## config.mk

```make
export PLATFORM = sky130hd
export DESIGN_NAME = mem_stage
export DESIGN_NICKNAME = d
export VERILOG_FILES = /design/src/rtl/mem_stage.sv
export SDC_FILE = /design/constraint.sdc
export NUM_CORES = 1
export LEC_CHECK = 0
export ABC_AREA = 1
export BUFFER_PORTS_ARGS = -buffer_cell sky130_fd_sc_hd__buf_2
export CAP_MARGIN = 0
export CORE_UTILIZATION = 47
export DETAILED_ROUTE_END_ITERATION = 8
export MAX_ROUTING_LAYER = met4
export PLACE_DENSITY = 0.83
export SYNTH_ARGS = -nofsm -noshare
export SYNTH_HDL_FRONTEND = slang
export SYNTH_SLANG_ARGS = --single-unit
```

## constraint.sdc

```tcl
create_clock -name clk -period 2.8 [get_ports clk]
set_clock_uncertainty 0.2 [all_clocks]
set_input_delay 0.14 -clock clk [delete_from_list [all_inputs] [get_ports clk]]
set_output_delay 0.14 -clock clk [all_outputs]
set_load 0.01 [all_outputs]
```

## src/rtl/mem_stage.sv

```systemverilog
// Memory-access stage: ALU results pass through in one cycle, and loads/stores run as byte cycles on an 8-bit RAM port.
// Optional MEM_MISALIGN_CHECK_EN: misaligned half/word accesses are rejected and flagged on misalign_o.
module mem_stage #(
    parameter int ADDR_WIDTH = 32
) (
    input  logic                  clk,
    input  logic                  rst,
    input  logic                  valid_i,
    input  logic [4:0]            wd_i,
    input  logic                  wreg_i,
    input  logic [31:0]           wdata_i,
    input  logic [3:0]            memop_i,
    input  logic [31:0]           sdata_i,
    input  logic [7:0]            mem_din_i,
    output logic [ADDR_WIDTH-1:0] mem_a_o,
    output logic [7:0]            mem_dout_o,
    output logic                  mem_wr_o,
    output logic                  stall_req_o,
    output logic                  valid_o,
    output logic [4:0]            wd_o,
    output logic                  wreg_o,
    output logic [31:0]           wdata_o
`ifdef MEM_MISALIGN_CHECK_EN
    ,
    output logic                  misalign_o
`endif
);

    localparam logic [3:0] OP_LB  = 4'd1;
    localparam logic [3:0] OP_LH  = 4'd2;
    localparam logic [3:0] OP_LW  = 4'd3;
    localparam logic [3:0] OP_LBU = 4'd4;
    localparam logic [3:0] OP_LHU = 4'd5;
    localparam logic [3:0] OP_SB  = 4'd6;
    localparam logic [3:0] OP_SH  = 4'd7;
    localparam logic [3:0] OP_SW  = 4'd8;

    typedef enum logic [1:0] {
        IDLE,
        LOAD,
        STORE
    } state_e;

    state_e      state_q;
    logic [1:0]  cnt_q;
    logic [23:0] loadBytes_q;
    logic        valid_q;
    logic        wreg_q;
    logic [4:0]  wd_q;
    logic [31:0] wdata_q;
`ifdef MEM_MISALIGN_CHECK_EN
    logic        misalign_q;
`endif

    logic        opLoad;
    logic        opStore;
    logic [1:0]  lastIdx;
    logic        misalign;
    logic        issue;
    logic [1:0]  offset;
    logic [31:0] loadWord;

    // lastIdx is the index of the final byte (N-1) of the current op.
    always_comb begin
        opLoad  = 1'b0;
        opStore = 1'b0;
        lastIdx = 2'd0;
        case (memop_i)
            OP_LB, OP_LBU: opLoad = 1'b1;
            OP_LH, OP_LHU: begin opLoad = 1'b1; lastIdx = 2'd1; end
            OP_LW:         begin opLoad = 1'b1; lastIdx = 2'd3; end
            OP_SB:         opStore = 1'b1;
            OP_SH:         begin opStore = 1'b1; lastIdx = 2'd1; end
            OP_SW:         begin opStore = 1'b1; lastIdx = 2'd3; end
            default: ;
        endcase
    end

`ifdef MEM_MISALIGN_CHECK_EN
    assign misalign = (opLoad || opStore) &&
                      ((lastIdx == 2'd1 && wdata_i[0]) ||
                       (lastIdx == 2'd3 && wdata_i[1:0] != 2'b00));
`else
    assign misalign = 1'b0;
`endif

    // Byte 0 is issued straight from IDLE so that back-to-back instructions need no bubble.
    // In LOAD, cnt_q is the byte being captured, so the next address is one ahead of it.
    always_comb begin
        issue       = 1'b0;
        offset      = 2'd0;
        mem_wr_o    = 1'b0;
        mem_dout_o  = 8'h00;
        stall_req_o = 1'b0;
        if (!rst) begin
            case (state_q)
                IDLE: begin
                    if (valid_i && (opLoad || opStore) && !misalign) begin
                        issue       = 1'b1;
                        mem_wr_o    = opStore;
                        mem_dout_o  = opStore ? sdata_i[7:0] : 8'h00;
                        stall_req_o = opLoad || (lastIdx != 2'd0);
                    end
                end
                LOAD: begin
                    if (cnt_q != lastIdx) begin
                        issue       = 1'b1;
                        offset      = cnt_q + 2'd1;
                        stall_req_o = 1'b1;
                    end
                end
                STORE: begin
                    issue       = 1'b1;
                    offset      = cnt_q;
                    mem_wr_o    = 1'b1;
                    mem_dout_o  = sdata_i[{cnt_q, 3'b000} +: 8];
                    stall_req_o = (cnt_q != lastIdx);
                end
                default: ;
            endcase
        end
        mem_a_o = issue ? (wdata_i[ADDR_WIDTH-1:0] + ADDR_WIDTH'(offset)) : '0;
    end

    // The final byte is taken directly from the RAM port rather than from the buffer.
    always_comb begin
        loadWord = {mem_din_i, loadBytes_q};
        case (memop_i)
            OP_LB:   loadWord = {{24{mem_din_i[7]}}, mem_din_i};
            OP_LBU:  loadWord = {24'h000000, mem_din_i};
            OP_LH:   loadWord = {{16{mem_din_i[7]}}, mem_din_i, loadBytes_q[7:0]};
            OP_LHU:  loadWord = {16'h0000, mem_din_i, loadBytes_q[7:0]};
            default: ;
        endcase
    end

    always_ff @(posedge clk) begin
        if (rst) begin
            state_q     <= IDLE;
            cnt_q       <= 2'd0;
            loadBytes_q <= 24'h000000;
            valid_q     <= 1'b0;
            wreg_q      <= 1'b0;
            wd_q        <= 5'd0;
            wdata_q     <= 32'h00000000;
`ifdef MEM_MISALIGN_CHECK_EN
            misalign_q  <= 1'b0;
`endif
        end else begin
            valid_q <= 1'b0;
            wreg_q  <= 1'b0;
`ifdef MEM_MISALIGN_CHECK_EN
            misalign_q <= 1'b0;
`endif
            case (state_q)
                IDLE: begin
                    if (valid_i) begin
                        if (misalign) begin
                            valid_q <= 1'b1;
                            wd_q    <= wd_i;
`ifdef MEM_MISALIGN_CHECK_EN
                            misalign_q <= 1'b1;
`endif
                        end else if (opLoad) begin
                            state_q <= LOAD;
                            cnt_q   <= 2'd0;
                        end else if (opStore && lastIdx != 2'd0) begin
                            state_q <= STORE;
                            cnt_q   <= 2'd1;
                        end else begin
                            valid_q <= 1'b1;
                            wd_q    <= wd_i;
                            wreg_q  <= wreg_i && !opStore;
                            if (!opStore) begin
                                wdata_q <= wdata_i;
                            end
                        end
                    end
                end
                LOAD: begin
                    if (cnt_q == lastIdx) begin
                        valid_q <= 1'b1;
                        wd_q    <= wd_i;
                        wreg_q  <= wreg_i;
                        wdata_q <= loadWord;
                        state_q <= IDLE;
                        cnt_q   <= 2'd0;
                    end else begin
                        case (cnt_q)
                            2'd0:    loadBytes_q[7:0]   <= mem_din_i;
                            2'd1:    loadBytes_q[15:8]  <= mem_din_i;
                            default: loadBytes_q[23:16] <= mem_din_i;
                        endcase
                        cnt_q <= cnt_q + 2'd1;
                    end
                end
                STORE: begin
                    if (cnt_q == lastIdx) begin
                        valid_q <= 1'b1;
                        wd_q    <= wd_i;
                        state_q <= IDLE;
                        cnt_q   <= 2'd0;
                    end else begin
                        cnt_q <= cnt_q + 2'd1;
                    end
                end
                default: state_q <= IDLE;
            endcase
        end
    end

    assign valid_o = valid_q;
    assign wreg_o  = wreg_q;
    assign wd_o    = wd_q;
    assign wdata_o = wdata_q;
`ifdef MEM_MISALIGN_CHECK_EN
    assign misalign_o = misalign_q;
`endif

endmodule

```

; Yosys cells after proc, flatten, opt, wreduce, memory -nomap -nowiden
; Index checks and enable logic that the tools add are counted.
[op_classes]
shifts = 1
addsub = 2
eq_ne = 20
div = 0
n_mux = 53
multipliers = 0
n_lt_le_gt_ge = 0
n_reduce_logical = 24
bitwise = 2
[op_table]
columns = op, count
row1 = $mux W32, 6
row2 = $pmux W32 S4, 1
row3 = $pmux W32 S2, 1
row4 = $add A32 B2 Y32, 1
row5 = $shiftx A32 B6 Y8, 1
row6 = $mux W8, 3
row7 = $mux W2, 10
row8 = $mux W5, 4
row9 = $mux W1, 17
row10 = $eq A4 B3 Y1 const B, 4
row11 = $pmux W2 S2, 4
row12 = $pmux W8 S2, 1
row13 = $reduce_and A3 Y1, 5
row14 = $ne A2 B2 Y1 const B, 5
row15 = $pmux W5 S2, 1
row16 = $eq A4 B2 Y1 const B, 2
row17 = $pmux W1 S2, 3
row18 = $pmux W1 S3, 2
row19 = $reduce_and A6 Y1, 1
row20 = $reduce_bool A2 Y1, 3
row21 = $reduce_or A2 Y1, 3
row22 = $reduce_or A3 Y1, 2
row23 = $reduce_and A5 Y1, 1
row24 = $reduce_or A5 Y1, 1
row25 = other kinds (14), 20
[word_totals]
wordCells = 111
latch_bits = 0
out_inout_bits = 81
reg_bits = 67
mem_bits_rw = 0
mem_bits_ro = 0
inputBits = 85
n_memories = 0

; Logic depth before layout (Yosys ltp)
[depth]
depth_word = 9
ltp_mapped = 20
ltp_nobuf = 20

; Worst setup path after synthesis
; Ideal clock, no wire load.
[synth_path]
path_kind = register -> output
startpoint = reg state_q[1]
endpoint = out mem_a_o[28]
slack_ns = -0.165
arrival_ns = 2.625
required_time_ns = 2.460
path_stages_with_launch = 15
path_buffers = 2
path_cell_list = dfxtp_1 > inv_1 > ha_1 > clkbuf_1 > clkbuf_1 > nand3_1 > a21oi_1 > fa_1 > nand2_1 > nor2_1 > inv_1 > nor2_1 > nand2_1 > xor2_1 > nor2_1
[synth_via]
elab_chain_cells = 5
elab_cells_between_ends = 9
classes_between = add/sub (1) / eq/ne (2) / mux (5) / reduce/logical (1)
[synth_rtl]
columns = item, line
row1 = from (decl), 44  ; state_e state_q;
row2 = from (signal assigned), 139  ; state_q <= IDLE;
row3 = from (signal assigned), 165  ; state_q <= LOAD;
row4 = from (signal assigned), 168  ; state_q <= STORE;
row5 = $eq A2 B2 Y1 / $eq A2 B1 Y1 (equally long branches), 96  ; case (state_q)
row6 = $pmux W2 S2, 96
row7 = $mux W2, 95  ; if (!rst) begin
row8 = $add A32 B2 Y32, 122  ; mem_a_o = issue ? (wdata_i[ADDR_WIDTH-1:0] + ADDR_WIDTH'(offset)) : '0;
row9 = $mux W32 *, 122
row10 = to (decl), 15  ; output logic [ADDR_WIDTH-1:0] mem_a_o,
; Every way passes the cells marked *; elsewhere a longest branch is shown, timed or not.

; Worst setup path in the final report
[layout_path]
startpoint = reg cnt_q[1]
endpoint = out mem_a_o[8]
[layout_via]
elab_chain_cells = 6
elab_cells_between_ends = 10
classes_between = add/sub (2) / eq/ne (1) / mux (7)
[layout_rtl]
columns = item, line
row1 = from (decl), 45  ; logic [1:0] cnt_q;
row2 = from (signal assigned), 194  ; cnt_q <= cnt_q + 2'd1;
row3 = from (signal assigned), 204  ; cnt_q <= cnt_q + 2'd1;
row4 = $add A2 B1 Y2 / $ne A2 B2 Y1 (equally long branches), "108, 106"
row5 = $mux W2, 106  ; if (cnt_q != lastIdx) begin
row6 = $pmux W2 S2, 96
row7 = $mux W2, 95
row8 = $add A32 B2 Y32, 122
row9 = $mux W32 *, 122
; Marked as above.

==> results.md <==
- Outcome: finished with violations
- Failing checks: negative setup slack
- Max clock buf depth: 2
- WL/cell: 14.4 um
- WS Path Type: reg -> out
- Initial Util: 0.482
- Synthesis Warnings: 0
- TritonRoute pass-1 iters: 5
- CTS H-tree depth: 3
- CP Capture Type: primary output
- Final worst path period share: 1.03
- First-pass GRT wire length: roughly 29 mm
- Final slew viol count: 0
- Drt drc: 0
- Clk Latency, worst-skew pair: 360 ps
- Final Worst Setup Slack: -83.6 ps
- Max IR drop VDD: 0.531 mV
- CTS buffer count: 9
- Worst r2r src: state_q[1]
- Reg clk slew, reported paths: 90 ps
- Met2 GRT Util: 0.532
- Fmax: 347 MHz
- Tmin final: 2880 ps
- Required time worst endpoint: approximately 2500 ps
- Worst Hold Launch: wdata_i[15]
- CP startpoint: cnt_q[1]
- TNS Setup: -792 ps
- Dpl hpwl: 12.9 mm
- Syn avg cell area: roughly 5.7 um^2
- Synth Instances: 906
- Gpl congestion: 0.995
- GR Util All Layers: 0.324
- Slew HR: 0.586
- # IOs: about 170
- Endpoints failing setup: 16
- Vias in the first global route: 5872
- CTS tree: yes
- Nets: 1196
- Post-route insts no fill: between 1000 and 1500
- Max-cap viol count: 0
- Routed Antenna Nets: 0
- Synth Register Bits: 67
- Clock sink total: 67
- Hold slack final: between 30 and 40 ps
- Layout cells sized above 1: 0.276
- Die area: 11500 um^2
- Cell area power density: around 720 nW/um^2
- Fillers: 980
- WP buf/inv: 2
- Unique masters post-synth: 31
- CP max stage delay: around 370 ps
- Count of flip-flops with a built-in enable after synthesis: 0
- Top cell type's share of synthesized area: 0.258
- Syn Nets: 1000
- Async set or reset register ratio after synthesis: 0
- Drt via density: 5.33
- Startpoint Class: register
- GRT busiest layer: met2
- Power Total: 5.09 mW
- Root buffer cell: clkbuf_8
- Area leader, netlist: dfxtp_1
- Measured slew at the worst slew-check pin: 619 ps
- Delay-heaviest family, CP: simple AND/OR/NAND/NOR gates
- Final hold violation count: 0
- Antenna Cells: 0
- Placeable core region: 10800 um^2
- Unrepaired setup endpoints after global routing: yes
- CP max stage cell: dfxtp_2
- P&R area growth vs syn: 35.8%
- Final instance area: 7060 um^2
- Dpl cells: 1206
- Total gr overflow: 0
- Worst-path cell chain: inv_4 -> nand2_2 -> nand2_2 -> o21ai_2 -> nor2_2 -> a21oi_2 -> nor2_4 -> ha_4 -> fa_2 -> nand2_2 -> nor2_4 -> nand2_4 -> xor2_2 -> nor2_1 -> buf_2
- Crit Path Max Fanout: 4
- Routed WL: 18.0 mm
- Final cell utilization of the core: 0.655
- Via count: 6650
- GR Util met3: 0.0553
- Ranking of synthesized cells by area: dfxtp_1, nand2_1, nor2_1
- Die W: 107 um
- R2R Setup Slk: 640 ps
- Largest net degree at the start of global routing: 65
- Met1 Track Usage GR: 0.388
- Static Leakage: 3.52 nW
- Core Rows: 38
- Min-delay worst type: in -> reg
- Die height: 107 um
- Most used DFF post-synth: dfxtp_1
- Post-synthesis sequential area ratio: 0.258
- Arr. time, crit path: 2540 ps
- Cell mode on critical path: nand2_2
- DR iter-0 viols: 626
- Port bufs: 165
- Most frequent cell after synthesis: nand2_1
- Post-Syn Area: 5200 um^2
- Placement Cell Area: 6310 um^2
- Setup WS pre-CTS: -158 ps
- Initial antenna violation count: 0
- Most common library cells after synthesis: nand2_1, nor2_1, nand3_1
-- logic make-up after synthesis --
| group | share of synthesized area |
|---|---|
| buffers and inverters | 0.0947 |
| adders and majority gates | 0.0231 |
| and+or+nand+nor | 0.469 |
| AOI/OAI and AO/OA | 0.110 |
| DFF | 0.258 |
| xor gates and xnor gates | 0.0454 |
-- worst paths after layout --
path	to	depth (start not counted)
worst max-delay path	mem_a_o[8]	15
worst min register to register	loadBytes_q[4]	2
worst min-delay path	wdata_o[15]	5
worst max register to register	wdata_o[20]	9
-- where the power goes --
group / internal (mW) / leakage [nW] / switching [mW]
clock: 0.520 / 0.114 / 0.444
combinational: 1.09 / 2.85 / 1.64
sequential: 1.24 / 0.550 / 0.156
total: 2.85 / 3.52 / 2.24
-- worst register-to-register path: stages, from the launching register on --
cell      delay (ps)
dfxtp_2          350
inv_4             80
ha_4             140
clkinv_2          60
buf_4            190
o21ai_4          510
buf_4            320
nand3_1           90
nand2_1           70
nor2_1            40
-- metal layers --
metal | part of all wire | up-vias | wire (um)
li1 | - | 3326 | -
met2 | 0.48 | 331 | 8580
met4 | 0.031 | 0 | 555
met3 | 0.080 | 50 | 1440
met1 | 0.41 | 2943 | 7380
met5 | 0 | - | 0
-- final cells by class --
cell class,instances,area [um^2],area share
Tap cell,140,175,0.0248
Sequential cell,67,1350,0.191
Inverter,65,255,0.0361
Multi-Input combinational cell,726,3630,0.514
Timing Repair Buffer,233,1420,0.201
Clock inverter,7,108,0.0152
Clock buffer,9,124,0.0175
-- cells in the final DEF (no fill, tap or decap), drive strengths merged --
cell type    netlist  layout
xnor2              2       2
a22oi              1       1
nor4               2       2
bufinv             0       2
inv               63      68
a41oi              1       1
buf               29     218
ha                 8       8
nand3b             1       1
a21oi             68      68
clkbuf            19       9
fa                 1       1
o22ai              8       8
nand4             27      27
o21ai             32      32
nand2            259     259
dlygate4sd3        0      15
nor2             175     175
nor3              18      18
dfxtp             67      67
or2                7       7
clkinvlp           0       1
nand3             91      91
clkinv             2       1
xor2              25      25
-- flip-flops by register name, indices dropped and copies added, names as in the netlist --
name,cells
wdata_o,32
loadBytes_q,24
wd_o,5
cnt_q,2
state_q,2
valid_o,1
wreg_o,1
-- timing repair --
action	CTS	global route
setup buffers	8	2
endpoints found under the setup margin	30	32
resized for setup	43	34
hold endpoints to repair	31	0
pin swaps	16	27
hold buffers	15	0
Power figures use the tool's default switching activity.
